==> config.mk <==
export PLATFORM = sky130hd
export DESIGN_NAME = dcache_wb_buffer
export DESIGN_NICKNAME = d
export VERILOG_FILES = /design/src/rtl/dcache_wb_buffer_pkg.sv /design/src/rtl/dcache_wb_buffer_match.sv /design/src/rtl/dcache_wb_buffer.sv
export SDC_FILE = /design/constraint.sdc
export NUM_CORES = 2
export LEC_CHECK = 0
export CAP_MARGIN = 20
export CORE_UTILIZATION = 45
export DETAILED_ROUTE_END_ITERATION = 10
export MAX_ROUTING_LAYER = met4
export PLACE_DENSITY = 0.68
export REMOVE_ABC_BUFFERS = 1
export SETUP_SLACK_MARGIN = 0.02
export SYNTH_ARGS = -nofsm -noshare
export SYNTH_HDL_FRONTEND = slang
export SYNTH_SLANG_ARGS = --single-unit
==> constraint.sdc <==
create_clock -name clk_i -period 5 [get_ports clk_i]
set_input_delay 1.5 -clock clk_i [delete_from_list [all_inputs] [get_ports clk_i]]
set_output_delay 1.5 -clock clk_i [all_outputs]
set_load 0.005 [all_outputs]
==> src/rtl/dcache_wb_buffer_pkg.sv <==
// Shared types and constants for the dcache write-back buffer: entry layout,
// read-path FSM encoding and the line geometry of the dcache memory port.
package dcache_wb_buffer_pkg;

  localparam int LINE_LEN    = 128;
  localparam int TAG_MSB     = 31;
  localparam int TAG_LSB     = 4;
  localparam int LINE_ADDR_W = TAG_MSB - TAG_LSB + 1;
  localparam int WB_DEPTH    = 4;

  typedef struct packed {
    logic                   valid;
    logic [LINE_ADDR_W-1:0] line_addr;
    logic [LINE_LEN-1:0]    data;
  } wb_entry_t;

  typedef enum logic [1:0] {
    R_IDLE     = 2'd0,
    R_FWD      = 2'd1,
    R_MEM_REQ  = 2'd2,
    R_MEM_WAIT = 2'd3
  } wb_rd_state_e;

endpackage

==> src/rtl/dcache_wb_buffer_match.sv <==
// Combinational search of the buffered lines for a fill address; when the same
// line is buffered more than once, the youngest copy (nearest below wr_ptr) wins.
module dcache_wb_buffer_match
  import dcache_wb_buffer_pkg::*;
#(
  parameter int DEPTH = WB_DEPTH,
  parameter int PTR_W = $clog2(DEPTH)
) (
  input  wb_entry_t              i_entries [DEPTH],
  input  logic [PTR_W-1:0]       i_wr_ptr,
  input  logic [LINE_ADDR_W-1:0] i_line_addr,
  output logic                   o_hit,
  output logic [LINE_LEN-1:0]    o_data
);

  always_comb begin
    logic [PTR_W-1:0] idx;
    o_hit  = 1'b0;
    o_data = '0;
    idx    = '0;
    // Walk from oldest to youngest so the last hit written is the youngest one.
    for (int k = DEPTH; k >= 1; k--) begin
      idx = i_wr_ptr - PTR_W'(k);
      if (i_entries[idx].valid && (i_entries[idx].line_addr == i_line_addr)) begin
        o_hit  = 1'b1;
        o_data = i_entries[idx].data;
      end
    end
  end

endmodule

==> src/rtl/dcache_wb_buffer.sv <==
// Write-back buffer between the dcache memory master port and main memory:
// absorbs evicted lines, drains them in FIFO order and forwards fills on a hit.
module dcache_wb_buffer
  import dcache_wb_buffer_pkg::*;
#(
  parameter int DEPTH  = WB_DEPTH,
  parameter int LINE_W = LINE_LEN,
  parameter int ADDR_W = 32
) (
  input  logic              clk_i,
  input  logic              rst_ni,
  input  logic [ADDR_W-1:0] s_write_addr,
  input  logic              s_write_addr_valid,
  output logic              s_write_addr_ready,
  input  logic [LINE_W-1:0] s_write_data,
  input  logic [ADDR_W-1:0] s_read_addr,
  input  logic              s_read_addr_valid,
  output logic              s_read_addr_ready,
  output logic [LINE_W-1:0] s_read_data,
  output logic              s_read_data_valid,
  output logic [ADDR_W-1:0] m_write_addr,
  output logic              m_write_addr_valid,
  input  logic              m_write_addr_ready,
  output logic [LINE_W-1:0] m_write_data,
  output logic [ADDR_W-1:0] m_read_addr,
  output logic              m_read_addr_valid,
  input  logic [LINE_W-1:0] m_read_data,
  input  logic              m_read_data_valid,
  output logic [1:0]        o_dbg_rd_state
);

  // Every channel transfers on a cycle where its valid and ready are both high;
  // a valid, once raised, holds its payload stable until that cycle.

  localparam int PTR_W = $clog2(DEPTH);

  wb_entry_t        r_entries [DEPTH];
  logic [PTR_W-1:0] r_wr_ptr;
  logic [PTR_W-1:0] r_rd_ptr;
  logic [PTR_W:0]   r_count;

  wb_rd_state_e           r_state;
  wb_rd_state_e           w_state_next;
  logic [LINE_ADDR_W-1:0] r_rd_line;
  logic [LINE_W-1:0]      r_fwd_data;
  logic [LINE_W-1:0]      r_rd_data;
  logic                   r_rd_valid;

  logic              w_enq;
  logic              w_pop;
  logic              w_rd_ready;
  logic              w_rd_acc;
  logic              w_mrd_valid;
  logic              w_hit;
  logic [LINE_W-1:0] w_hit_data;
  logic              w_unused;

  assign w_unused = ^{s_write_addr[TAG_LSB-1:0], s_read_addr[TAG_LSB-1:0]};

  // Ready is forced low while reset is held so nothing looks acceptable.
  assign s_write_addr_ready = rst_ni && (r_count != (PTR_W+1)'(DEPTH));
  assign w_enq              = s_write_addr_valid && s_write_addr_ready;
  assign m_write_addr_valid = (r_count != '0);
  assign w_pop              = m_write_addr_valid && m_write_addr_ready;
  assign m_write_addr       = {r_entries[r_rd_ptr].line_addr, 4'b0000};
  assign m_write_data       = r_entries[r_rd_ptr].data;

  always_ff @(posedge clk_i or negedge rst_ni) begin
    if (!rst_ni) begin
      for (int i = 0; i < DEPTH; i++) r_entries[i] <= '0;
      r_wr_ptr <= '0;
      r_rd_ptr <= '0;
      r_count  <= '0;
    end else begin
      if (w_enq) begin
        r_entries[r_wr_ptr] <= '{valid: 1'b1,
                                 line_addr: s_write_addr[TAG_MSB:TAG_LSB],
                                 data: s_write_data};
        r_wr_ptr <= r_wr_ptr + 1'b1;
      end
      if (w_pop) begin
        r_entries[r_rd_ptr].valid <= 1'b0;
        r_rd_ptr <= r_rd_ptr + 1'b1;
      end
      case ({w_enq, w_pop})
        2'b10:   r_count <= r_count + 1'b1;
        2'b01:   r_count <= r_count - 1'b1;
        default: r_count <= r_count;
      endcase
    end
  end

  dcache_wb_buffer_match #(.DEPTH(DEPTH), .PTR_W(PTR_W)) u_match (
    .i_entries   (r_entries),
    .i_wr_ptr    (r_wr_ptr),
    .i_line_addr (s_read_addr[TAG_MSB:TAG_LSB]),
    .o_hit       (w_hit),
    .o_data      (w_hit_data)
  );

  assign w_rd_acc = s_read_addr_valid && w_rd_ready;

  always_comb begin
    w_state_next = r_state;
    w_rd_ready   = 1'b0;
    w_mrd_valid  = 1'b0;
    case (r_state)
      R_IDLE: begin
        // A same-cycle eviction goes first so a fill always sees that line.
        w_rd_ready = rst_ni && !s_write_addr_valid;
        if (s_read_addr_valid && w_rd_ready) w_state_next = w_hit ? R_FWD : R_MEM_REQ;
      end
      R_FWD:      w_state_next = R_IDLE;
      R_MEM_REQ: begin
        w_mrd_valid  = 1'b1;
        w_state_next = R_MEM_WAIT;
      end
      R_MEM_WAIT: if (m_read_data_valid) w_state_next = R_IDLE;
      default:    w_state_next = R_IDLE;
    endcase
  end

  always_ff @(posedge clk_i or negedge rst_ni) begin
    if (!rst_ni) begin
      r_state    <= R_IDLE;
      r_rd_line  <= '0;
      r_fwd_data <= '0;
      r_rd_data  <= '0;
      r_rd_valid <= 1'b0;
    end else begin
      r_state    <= w_state_next;
      r_rd_valid <= 1'b0;
      if (w_rd_acc) begin
        r_rd_line  <= s_read_addr[TAG_MSB:TAG_LSB];
        r_fwd_data <= w_hit_data;
      end
      if (r_state == R_FWD) begin
        r_rd_data  <= r_fwd_data;
        r_rd_valid <= 1'b1;
      end
      if ((r_state == R_MEM_WAIT) && m_read_data_valid) begin
        r_rd_data  <= m_read_data;
        r_rd_valid <= 1'b1;
      end
    end
  end

  assign s_read_addr_ready = w_rd_ready;
  assign s_read_data       = r_rd_data;
  assign s_read_data_valid = r_rd_valid;
  assign m_read_addr       = {r_rd_line, 4'b0000};
  assign m_read_addr_valid = w_mrd_valid;
  assign o_dbg_rd_state    = r_state;

endmodule

==> flow_metrics.tcl <==
set metrics [dict create \
    syn2layout_area_growth_pct 20.2 \
    cpPeakStageDelay_ps 760 \
    cp_cell_sequence "buf_4 > mux4_2 > clkdlybuf4s50_1" \
    rsz0062_at_grt "no" \
    cts_resized 0 \
    drc_errors 194 \
    synthCells 4540 \
    grt_max_degree 168 \
    clk_pin_slew_ps 60 \
    routed_wl_um 184000 \
    ir_drop_v 0.000539 \
    yosys.area.top_type "dfrtp_1" \
    fillers 11004 \
    die_area_sq_um 136000 \
    synth_edf_count 0 \
    vias 44482 \
    async_flop_share_pct 100 \
    crit_end "m_write_addr[8]" \
    timing.final.crit_share_pct 91.0 \
    crit_required_ps 3500 \
    grt-ovfl-total 0 \
    reg2regPathDepth 14 \
    fin_cells 6874 \
    final_util_pct 54.5 \
    dp_cells 6658 \
    fin_nets 5331 \
    cts_tree "done" \
    post-cts-setup-buffers 0 \
    finalPower_mw 54.4 \
    drt_pre_antenna_iters 11 \
    r2r-end "r_fwd_data[104]$_DFFE_PN0P_" \
    layout-drive-gt1-share_pct 34.8 \
    crit_slowest_cell "dfrtp_4" \
    ys_warn_count 0 \
    synth.avg_cell_area_sq_um 13.4 \
    worstSetupPathType "reg -> out" \
    final_common_cell "dfrtp_1" \
    fp-row-count 134 \
    antenna_left 0 \
    ys_top_cells_by_area "dfrtp_1, mux4_2, mux2_2" \
    cp_max_fo 20 \
    startpoint "r_rd_ptr[0]$_DFFE_PN0P_" \
    internal_power_mw 34.6 \
    rrSetupSlack_ps 500 \
    placeableCoreArea_sq_um 134000 \
    start_kind "flop" \
    dp_hpwl_um 120000 \
    clkSinkCount 922 \
    start_util_pct 45.4 \
    die_h_um 369 \
    ctsRootBufferMaster "clkbuf_16" \
    antenna_found_initial 20 \
    final.setup.tns_ps 0 \
    wl_per_cell_um 26.8 \
    skew_ps 27.5 \
    power_frac_clock_pct 14.5 \
    slew_headroom_pct 27.0 \
    fp.dieW_um 369 \
    power_density_nw_per_um2 747 \
    slew_viol_final 0 \
    numCtsBuffers 103 \
    synth_seq_area_share_pct 38.0 \
    place_congestion 0.981 \
    p_sw_mw 19.9 \
    sw_frac_of_total_pct 36.5 \
    whs_ps 475 \
    grt_pass1_vias 44114 \
    hold_viol 0 \
    seq_power_share_pct 29.3 \
    arrival_ps 3050 \
    synthFlopType "dfrtp_1" \
    status "finished with violations" \
    netlist.area_leader.share_pct 38.0 \
    final_cell_mix "dfrtp_1, mux4_2, mux2_2" \
    io_buffers 636 \
    r2r-start "r_wr_ptr[1]$_DFFE_PN0N_" \
    cts-htree-levels 3 \
    hold_class "reg -> reg" \
    yosysUniqueCellTypes 69 \
    worstSetupEndpointType "output pin" \
    combPwrFrac_pct 56.2 \
    maxCapViolations 0 \
    via_per_inst 6.47 \
    period_needed_ps 4550 \
    cts.path.max_buffers 3 \
    grt_pass1_wl_um 281000 \
    clk_latency_ps 720 \
    synthesis.area_sq_um 60600 \
    worst_pin_slew_ps 1090 \
    io_pins 653 \
    setup_viol 0 \
    synth-seq-cells 922 \
    leakagePower_nw 29.2 \
    violations "DRC" \
    drt_iter0_drc 4014 \
    grt.total_usage_pct 27.8 \
    max_freq_ghz 0.220 \
    holdBufCountCts 0 \
]
worst max-delay path, delay by kind of cell, from the launching register on:
kind / cells / cell delay [ps]
buffers and inverters: 2 / 940
DFF: 1 / 760
muxes: 1 / 620
per-layer routing:
metal	GRT usage, %	vias up	part of all wire, %
met3	4.60	336	7.7
li1	-	18845	-
met4	9.55	0	3.2
met1	36.6	23375	40
met5	-	-	0
met2	43.6	1926	49
synthesized netlist by cell type, types with 125 or more instances:
cell      count
mux2i_1     221
nand2_1     324
dfrtp_1     922
mux4_2      744
o21ai_0     163
o211a_1     128
a21oi_1     142
nand3_1     133
mux2_2      638
nor3_1      131
nor2b_1     125
clkbuf_1    270
area by class of cell:
| type | instances | area [sq um] | area share, % |
|---|---|---|---|
| multi-input cells | 3121 | 35300 | 48.4 |
| flip-flops and latches | 922 | 23100 | 31.7 |
| repair buffers | 810 | 8550 | 11.7 |
| clock buffers | 155 | 3120 | 4.28 |
| well taps | 1768 | 2210 | 3.04 |
| clock inverters | 35 | 403 | 0.553 |
| inverters | 37 | 139 | 0.191 |
| diodes | 26 | 65.1 | 0.0893 |
logic make-up after synthesis:
group,after synthesis,share of synthesized area (%)
AO/OA/AOI/OAI,649,7.35
other,1,0.00618
adder cells (fa/ha/maj),10,0.219
XOR/XNOR,86,1.24
buffers and inverters,504,3.98
multiplexers,1604,43.1
AND/OR/NAND/NOR,764,6.01
flip-flops,922,38.0
worst min path at each step:
stage                                         endpoint  cells past startpoint                    startpoint  slack (ps)
after CTS                 s_read_data[117]$_DFFE_PN0P_                      2  s_read_data[117]$_DFFE_PN0P_         480
after floorplan                 r_count[2]$_DFFE_PN0P_                      1        r_count[2]$_DFFE_PN0P_         460
after global placement     s_read_data[59]$_DFFE_PN0P_                      2   s_read_data[59]$_DFFE_PN0P_         460
after global routing            r_count[2]$_DFFE_PN0P_                      1        r_count[2]$_DFFE_PN0P_         500
after detailed placement     r_rd_line[10]$_DFFE_PN0P_                      2     r_rd_line[10]$_DFFE_PN0P_         470
final                     s_read_data[117]$_DFFE_PN0P_                      2  s_read_data[117]$_DFFE_PN0P_         470
power groups by stage:
| stage | Combinational (mW) | Clock (mW) | Sequential [mW] |
|---|---|---|---|
| floorplan | 18.2 | 0 | 15.0 |
| global placement | 30.2 | 0 | 15.5 |
| detailed placement | 30.6 | 0 | 15.9 |
| CTS | 30.7 | 8.06 | 15.8 |
| global route | 32.6 | 8.34 | 16.5 |
| finish | 30.6 | 7.89 | 16.0 |
per-stage QoR:
stage	cell area, sq um	worst slack (ps)
after global placement	69300	129
after global routing	72900	320
final	72900	451
after CTS	72800	335
after floorplan	58400	-39870
after detailed placement	69300	65.8
Power figures use the tool's default switching activity.
